[src/rtl/msg_loader.sv]
// msg_loader: streams message words into the hash message memory, zero-fills the tail, then hands the port to the hash generator
module msg_loader #(
    parameter int WORDS  = 16,
    parameter int ADDR_W = 4,
    parameter int DATA_W = 32
) (
    input  logic              clk,
    input  logic              rst,
    input  logic [DATA_W-1:0] wordIn,
    input  logic              wordValid,
    input  logic              wordLast,
    output logic              wordReady,
    output logic [ADDR_W-1:0] memAddress,
    output logic [DATA_W-1:0] memData,
    output logic              memRw,
    output logic              memOwn,
    output logic              hashStart,
    input  logic              hashDone,
    output logic              busy
);
    localparam logic [1:0] LOAD  = 2'd0;
    localparam logic [1:0] FILL  = 2'd1;
    localparam logic [1:0] START = 2'd2;
    localparam logic [1:0] WAIT  = 2'd3;
    localparam logic [ADDR_W-1:0] LAST = ADDR_W'(WORDS - 1);
    logic [1:0] state;
    logic [ADDR_W-1:0] cnt;
    logic accept;
    logic at_end;
    // memory port and handshake decode; a write happens on an accepted word or on every FILL cycle
    always_comb begin
        wordReady  = state == LOAD;
        accept     = wordValid & wordReady;
        at_end     = cnt == LAST;
        memOwn     = state == LOAD || state == FILL;
        memAddress = cnt;
        memRw      = !(accept || state == FILL);
        memData    = accept ? wordIn : '0;
        hashStart  = state == START;
    end
    // sequencing: load words, pad with zeros up to the last address, start the hash, wait for it to finish
    always_ff @(posedge clk or negedge rst) begin
        if (!rst) begin
            state <= LOAD;
            cnt   <= '0;
            busy  <= 1'b0;
        end else begin
            case (state)
                LOAD: if (accept) begin
                    busy <= 1'b1;
                    if (at_end) state <= START;
                    else begin
                        cnt <= cnt + 1'b1;
                        if (wordLast) state <= FILL;
                    end
                end
                FILL: if (at_end) state <= START;
                      else cnt <= cnt + 1'b1;
                START: state <= WAIT;
                default: if (hashDone) begin
                    state <= LOAD;
                    cnt   <= '0;
                    busy  <= 1'b0;
                end
            endcase
        end
    end
endmodule
[config.mk]
export PLATFORM = sky130hd
export DESIGN_NAME = msg_loader
export DESIGN_NICKNAME = d
export VERILOG_FILES = /design/src/rtl/msg_loader.sv
export SDC_FILE = /design/constraint.sdc
export NUM_CORES = 1
export LEC_CHECK = 0
export BUFFER_PORTS_ARGS = -buffer_cell sky130_fd_sc_hd__buf_2
export CORE_ASPECT_RATIO = 1.75
export CORE_MARGIN = 2
export CORE_UTILIZATION = 32
export CTS_CLUSTER_SIZE = 8
export DETAILED_ROUTE_END_ITERATION = 8
export PLACE_DENSITY = 0.76
export SYNTH_ARGS = -nofsm -noshare
export SYNTH_HDL_FRONTEND = slang
export SYNTH_SLANG_ARGS = --single-unit
[constraint.sdc]
create_clock -name clk -period 1.9 [get_ports clk]
set_input_delay 0.095 -clock clk [delete_from_list [all_inputs] [get_ports clk]]
set_output_delay 0.095 -clock clk [all_outputs]
set_load 0.02 [all_outputs]
[Word-level counts from Yosys, hierarchy flattened]
Index checks and enable logic that the tools add are counted.
Storage, ports and cells
  register bits: 7
  input bits: 37
  word-level logic and storage cells: 38
Cells by class
  add/sub/neg operators: 1
  equal/unequal tests: 6
  mux-type cells: 14
  bitwise gates (word level): 3
  reduce and logical (&&, ||, !) cells: 11
Operators by type and width (number)
  $mux 32: 1
  $mux 4: 3
  $pmux 4 s3: 1
  $mux 2: 5
  $pmux 2 s3: 1
  $reduce_and 3->1: 2
  $add 4x1->4 const B: 1
  $eq 4x4->1 const B: 1
  $reduce_and 4->1: 1
  $reduce_bool 4->1: 1
  $ne 3x2->1 const B: 1
  $reduce_bool 3->1: 1
  $eq 2x1->1 const B: 1
  $eq 2x2->1 const B: 1
  $logic_not 2->1: 1
  $logic_or 1x1->1: 2
  $mux 1: 2
  $ne 2x1->1 const B: 1
  $ne 2x2->1 const B: 1
  $not 1->1: 2
  $pmux 1 s2: 1
  $reduce_bool 2->1: 1
  $reduce_or 2->1: 1
  $and 1x1->1: 1
  $logic_not 1->1: 1

[Logic depth before layout (Yosys ltp)]
  depth after elaboration: 4
  depth in mapped cells: 7
  mapped depth without buffers: 6

[Worst setup path after synthesis]
Ideal clock, no wire load.
  path kind: flip-flop to flip-flop
  from: register state[1]
  to: register cnt[0] (netlist: memAddress[0])
  arrival: 1719 ps
  slack: 55 ps
  stages on the path, launching flop included: 6
  buffers on the path: 0
  period minus slack after synthesis: 1845 ps
  path through: dfrtp_1 > inv_1 > ha_1 > or3_4 > o2111a_4 > mux2_4
On the way
  word-level cells in the longest chain between the ends: 4
  elaborated cells on any way between the ends: 9
  classes of those cells: 3 x eq/ne; 1 x mux; 2 x bitwise; 3 x reduce/logical
Ends and longest elaborated chain
  from (decl): line 26  | logic [1:0] state;
  from (signal assigned): line 44  | state <= LOAD;
  from (signal assigned): line 51  | if (at_end) state <= START;
  from (signal assigned): line 54  | if (wordLast) state <= FILL;
  $logic_not 2->1 *: line 32  | wordReady = state == LOAD;
  net wordReady: line 12  | output logic wordReady,
  $and 1x1->1: line 33  | accept = wordValid & wordReady;
  $ne 2x1->1 (no line)
  $reduce_and 3->1 (no line)
  to (signal assigned): line 53  | cnt <= cnt + 1'b1;
  to (signal assigned): line 58  | else cnt <= cnt + 1'b1;
  to (decl): line 27  | logic [ADDR_W-1:0] cnt;
The timed path passes the listed nets; every way through them passes the cells marked *.
A chain may end at the register's enable or synchronous reset.

[Worst setup path in the final report]
  from: register state[0]
  to: register state[0]
On the way
  word-level cells in the longest chain between the ends: 4
  elaborated cells on any way between the ends: 10
  classes of those cells: 5 x eq/ne; 1 x mux; 1 x bitwise; 3 x reduce/logical
Ends and longest elaborated chain (line)
  $logic_not 2->1: 32, 48
  $and 1x1->1: 33
  $ne 2x1->1 (no line)
  $reduce_and 4->1 (no line)
Several ways; a longest one is shown, not always the timed one.

==> impl_metrics.py <==
metrics = {
    "timing": {
        "worst_pin_slew_ns": 0.423,
        "fin_hold_ws_ns": 0.231,
        "maxSlewHeadroom_pct": 71.8,
        "fin_skew_ns": 0.000561,
        "report.final.slew_viol_count": 0,
        "max_freq_ghz": 0.553,
        "period_share_pct": 95.1,
        "rsz0062_at_grt": "no",
        "hold_violations": 0,
        "tns_ns": 0,
        "fin_crit_ns": 1.81,
        "setup_viol": 0,
    },
    "grt": {
        "grt_pass1_vias": 941,
        "track_usage_pct": 20.3,
        "met2_usage_pct": 33.0,
        "globalRoute.totalOverflow": 0,
        "antenna_found_initial": 0,
        "grt_pass1_wl_um": 3960,
        "grt_max_degree": 36,
        "global_route.usage.met3_pct": 4.49,
        "grt_util_met1_pct": 24.2,
        "grt-busiest-layer": "met2",
    },
    "finish": {
        "antennaDiodeCount": 0,
        "nFillCells": 213,
        "area_growth_pct": 61.4,
        "drive_above_1_share_pct": 54.8,
        "fin_nets": 213,
    },
    "synth": {
        "synth_seq_cells": 7,
        "synth.distinct_cells": 27,
        "synth_edf_count": 0,
        "synth_area_leaders": "and3_1 26%, dfrtp_1 23%, ha_1 11%",
        "synth_nets": 133,
        "avgSynthCellArea_um2": 8.63,
        "yosysMostFrequentCell": "and3_1",
        "synth_common_cells": "32 x and3_1, 7 x dfrtp_1, 7 x ha_1",
        "ys.flop_type": "dfrtp_1",
        "seq_area_frac_synth_pct": 22.8,
        "yosysTopAreaCellShare_pct": 26.1,
        "yosysWarnings": 0,
        "async_flop_share_pct": 100,
        "synth_area_leader_cell": "and3_1",
        "synthesis.area_um2": 768,
        "syn_inst": 89,
    },
    "drt": {
        "postRouteAntennaNets": 0,
        "avgViaCountPerCell": 5.15,
        "vias": 993,
        "postRouteWirelength_um": 2740,
        "wl_per_cell_um": 14.2,
        "drt-initial-drc-count": 13,
        "drc": 0,
        "firstDrtPassIters": 4,
    },
    "power_and_ir_drop": {
        "switching_share_pct": 49.4,
        "p_per_area_mw_per_mm2": 1570,
        "max-vdd-ir-drop_uv": 753,
        "p_leak_nw": 0.852,
        "p_sw_w": 0.000960,
        "total_power_w": 0.00194,
        "p_int_w": 0.000983,
        "clkPwrFrac_pct": 10.7,
        "pwr-share-seq_pct": 14.9,
        "pwr-share-comb_pct": 74.4,
    },
    "place": {
        "dp_hpwl_um": 2220,
        "portBuffers": 77,
        "gp_congestion": 0.766,
    },
    "clock_tree": {
        "clk_path_buf_depth": 2,
        "cts_tree": "done",
        "clock-sinks": 7,
        "cts_made_buffers": 3,
        "root_buffer": "clkbuf_8",
        "cts_setup_buffers": 0,
        "clkTransAtPathRegs_ns": 0.04,
        "clk_latency_ns": 0.23,
        "htreeDepth": 1,
    },
    "die": {
        "dieArea_mm2": 0.00282,
        "die_x_um": 41.0,
        "core-area_mm2": 0.00227,
        "dieHeight_um": 68.8,
        "start_util_pct": 33.8,
        "rows": 23,
        "ios": 78,
    },
    "min_path": {
        "min-delay-path-class": "primary input to async pin",
    },
    "setup_path": {
        "path_class": "flop to flop",
        "slowest_stage": "or4_4",
        "worst_ep_required_time_ns": 2.01,
        "startpoint_type": "flop",
        "cp.arrival_ns": 1.92,
        "worst_path_largest_cell_delay_ns": 0.51,
        "endpoint_kind": "flop",
        "cp_cell_sequence": "inv_1 -> ha_1 -> or4_4 -> nand3_2 -> mux2_4",
        "cp_max_fo": 5,
    },
    "status": {
        "status": "finished, final reports clean",
    },
    "run": {
        "drv_cap": 0,
    },
}
flip-flops by register name, summed over array words and instances (netlist names):
register    cells
memAddress      4
state           2
busy            1
logic make-up (layout without fill, tap and decap cells):
kind of cell,Yosys count,in the layout,share of synthesized area [%]
AND/OR/NAND/NOR,50,50,41.5
multiplexers,5,5,8.63
adder cells (fa/ha/maj),7,7,11.4
AO/OA/AOI/OAI,9,9,9.28
flip-flops,7,7,22.8
buffers and inverters,11,90,6.35
layout make-up:
cell class,instances,area (um^2),share of cell area [%]
clock buffer,4,45.0,3.63
timing repair buffer,82,429,34.6
multi-input combinational,71,544,43.9
sequential,7,175,14.1
tap,25,31.3,2.52
inverter,4,15.0,1.21
placed cells by master, fill, tap and decap left out, drive strengths merged, types with 2 or more instances in the layout:
cell type	instances
buf	81
and3	32
ha	7
dfrtp	7
nand3	5
inv	4
nor2	4
o21ai	4
mux2	4
clkbuf	4
nor2b	2
nand2b	2
final timing paths:
check / startpoint / endpoint / slack (ns) / depth (start not counted)
min in group clk: hashDone / busy / 0.33 / 4
worst max register to register: state[0] / state[0] / 0.09 / 5
worst min-delay path: rst / memAddress[3] / 0.23 / 2
max in group asynchronous: rst / state[0] / 1.51 / 2
worst min register to register: busy / busy / 0.48 / 1
worst max-delay path: state[0] / state[0] / 0.09 / 5
worst max-delay path: cells and delay by family (launching register included):
kind | cells | cell delay, ns
flip-flops | 1 | 0.37
multiplexers | 1 | 0.30
buffers and inverters | 1 | 0.09
adder cells (fa/ha/maj) | 1 | 0.30
AND/OR/NAND/NOR | 2 | 0.63
power by group through the flow:
| stage | Combinational [W] | Clock [W] | Sequential, W |
|---|---|---|---|
| CTS | 0.00144 | 0.000213 | 0.000288 |
| floorplan | 0.000958 | 0 | 0.000351 |
| detailed placement | 0.00143 | 0 | 0.000290 |
| global route | 0.00157 | 0.000225 | 0.000300 |
| global placement | 0.00139 | 0 | 0.000286 |
| finish | 0.00145 | 0.000208 | 0.000289 |
through the flow:
| stage | cell area, um^2 | std cells | setup slack [ns] | util [%] |
|---|---|---|---|---|
| floorplan | 768 | 89 | 0.0554 | - |
| global placement | 1180 | 188 | 0.156 | 52.0 |
| detailed placement | 1180 | 188 | 0.127 | 52.0 |
| CTS | 1240 | 193 | 0.0803 | 54.4 |
| global route | 1240 | 193 | 0.0289 | 54.5 |
| finish | 1240 | 193 | 0.0924 | 54.5 |
layer usage:
metal  up-vias  routed length (um)
li1        481                   -
met1       425                1110
met2        80                1240
met3         7                 345
met4         0                  42
met5         -                   0
timing repair:
item / in CTS / in global routing
setup endpoints to repair: 0 / 13
hold buffers: 1 / 0
resized for setup: 0 / 1
endpoints found under the hold margin: 7 / 0
(Power assumes the default switching activity.)
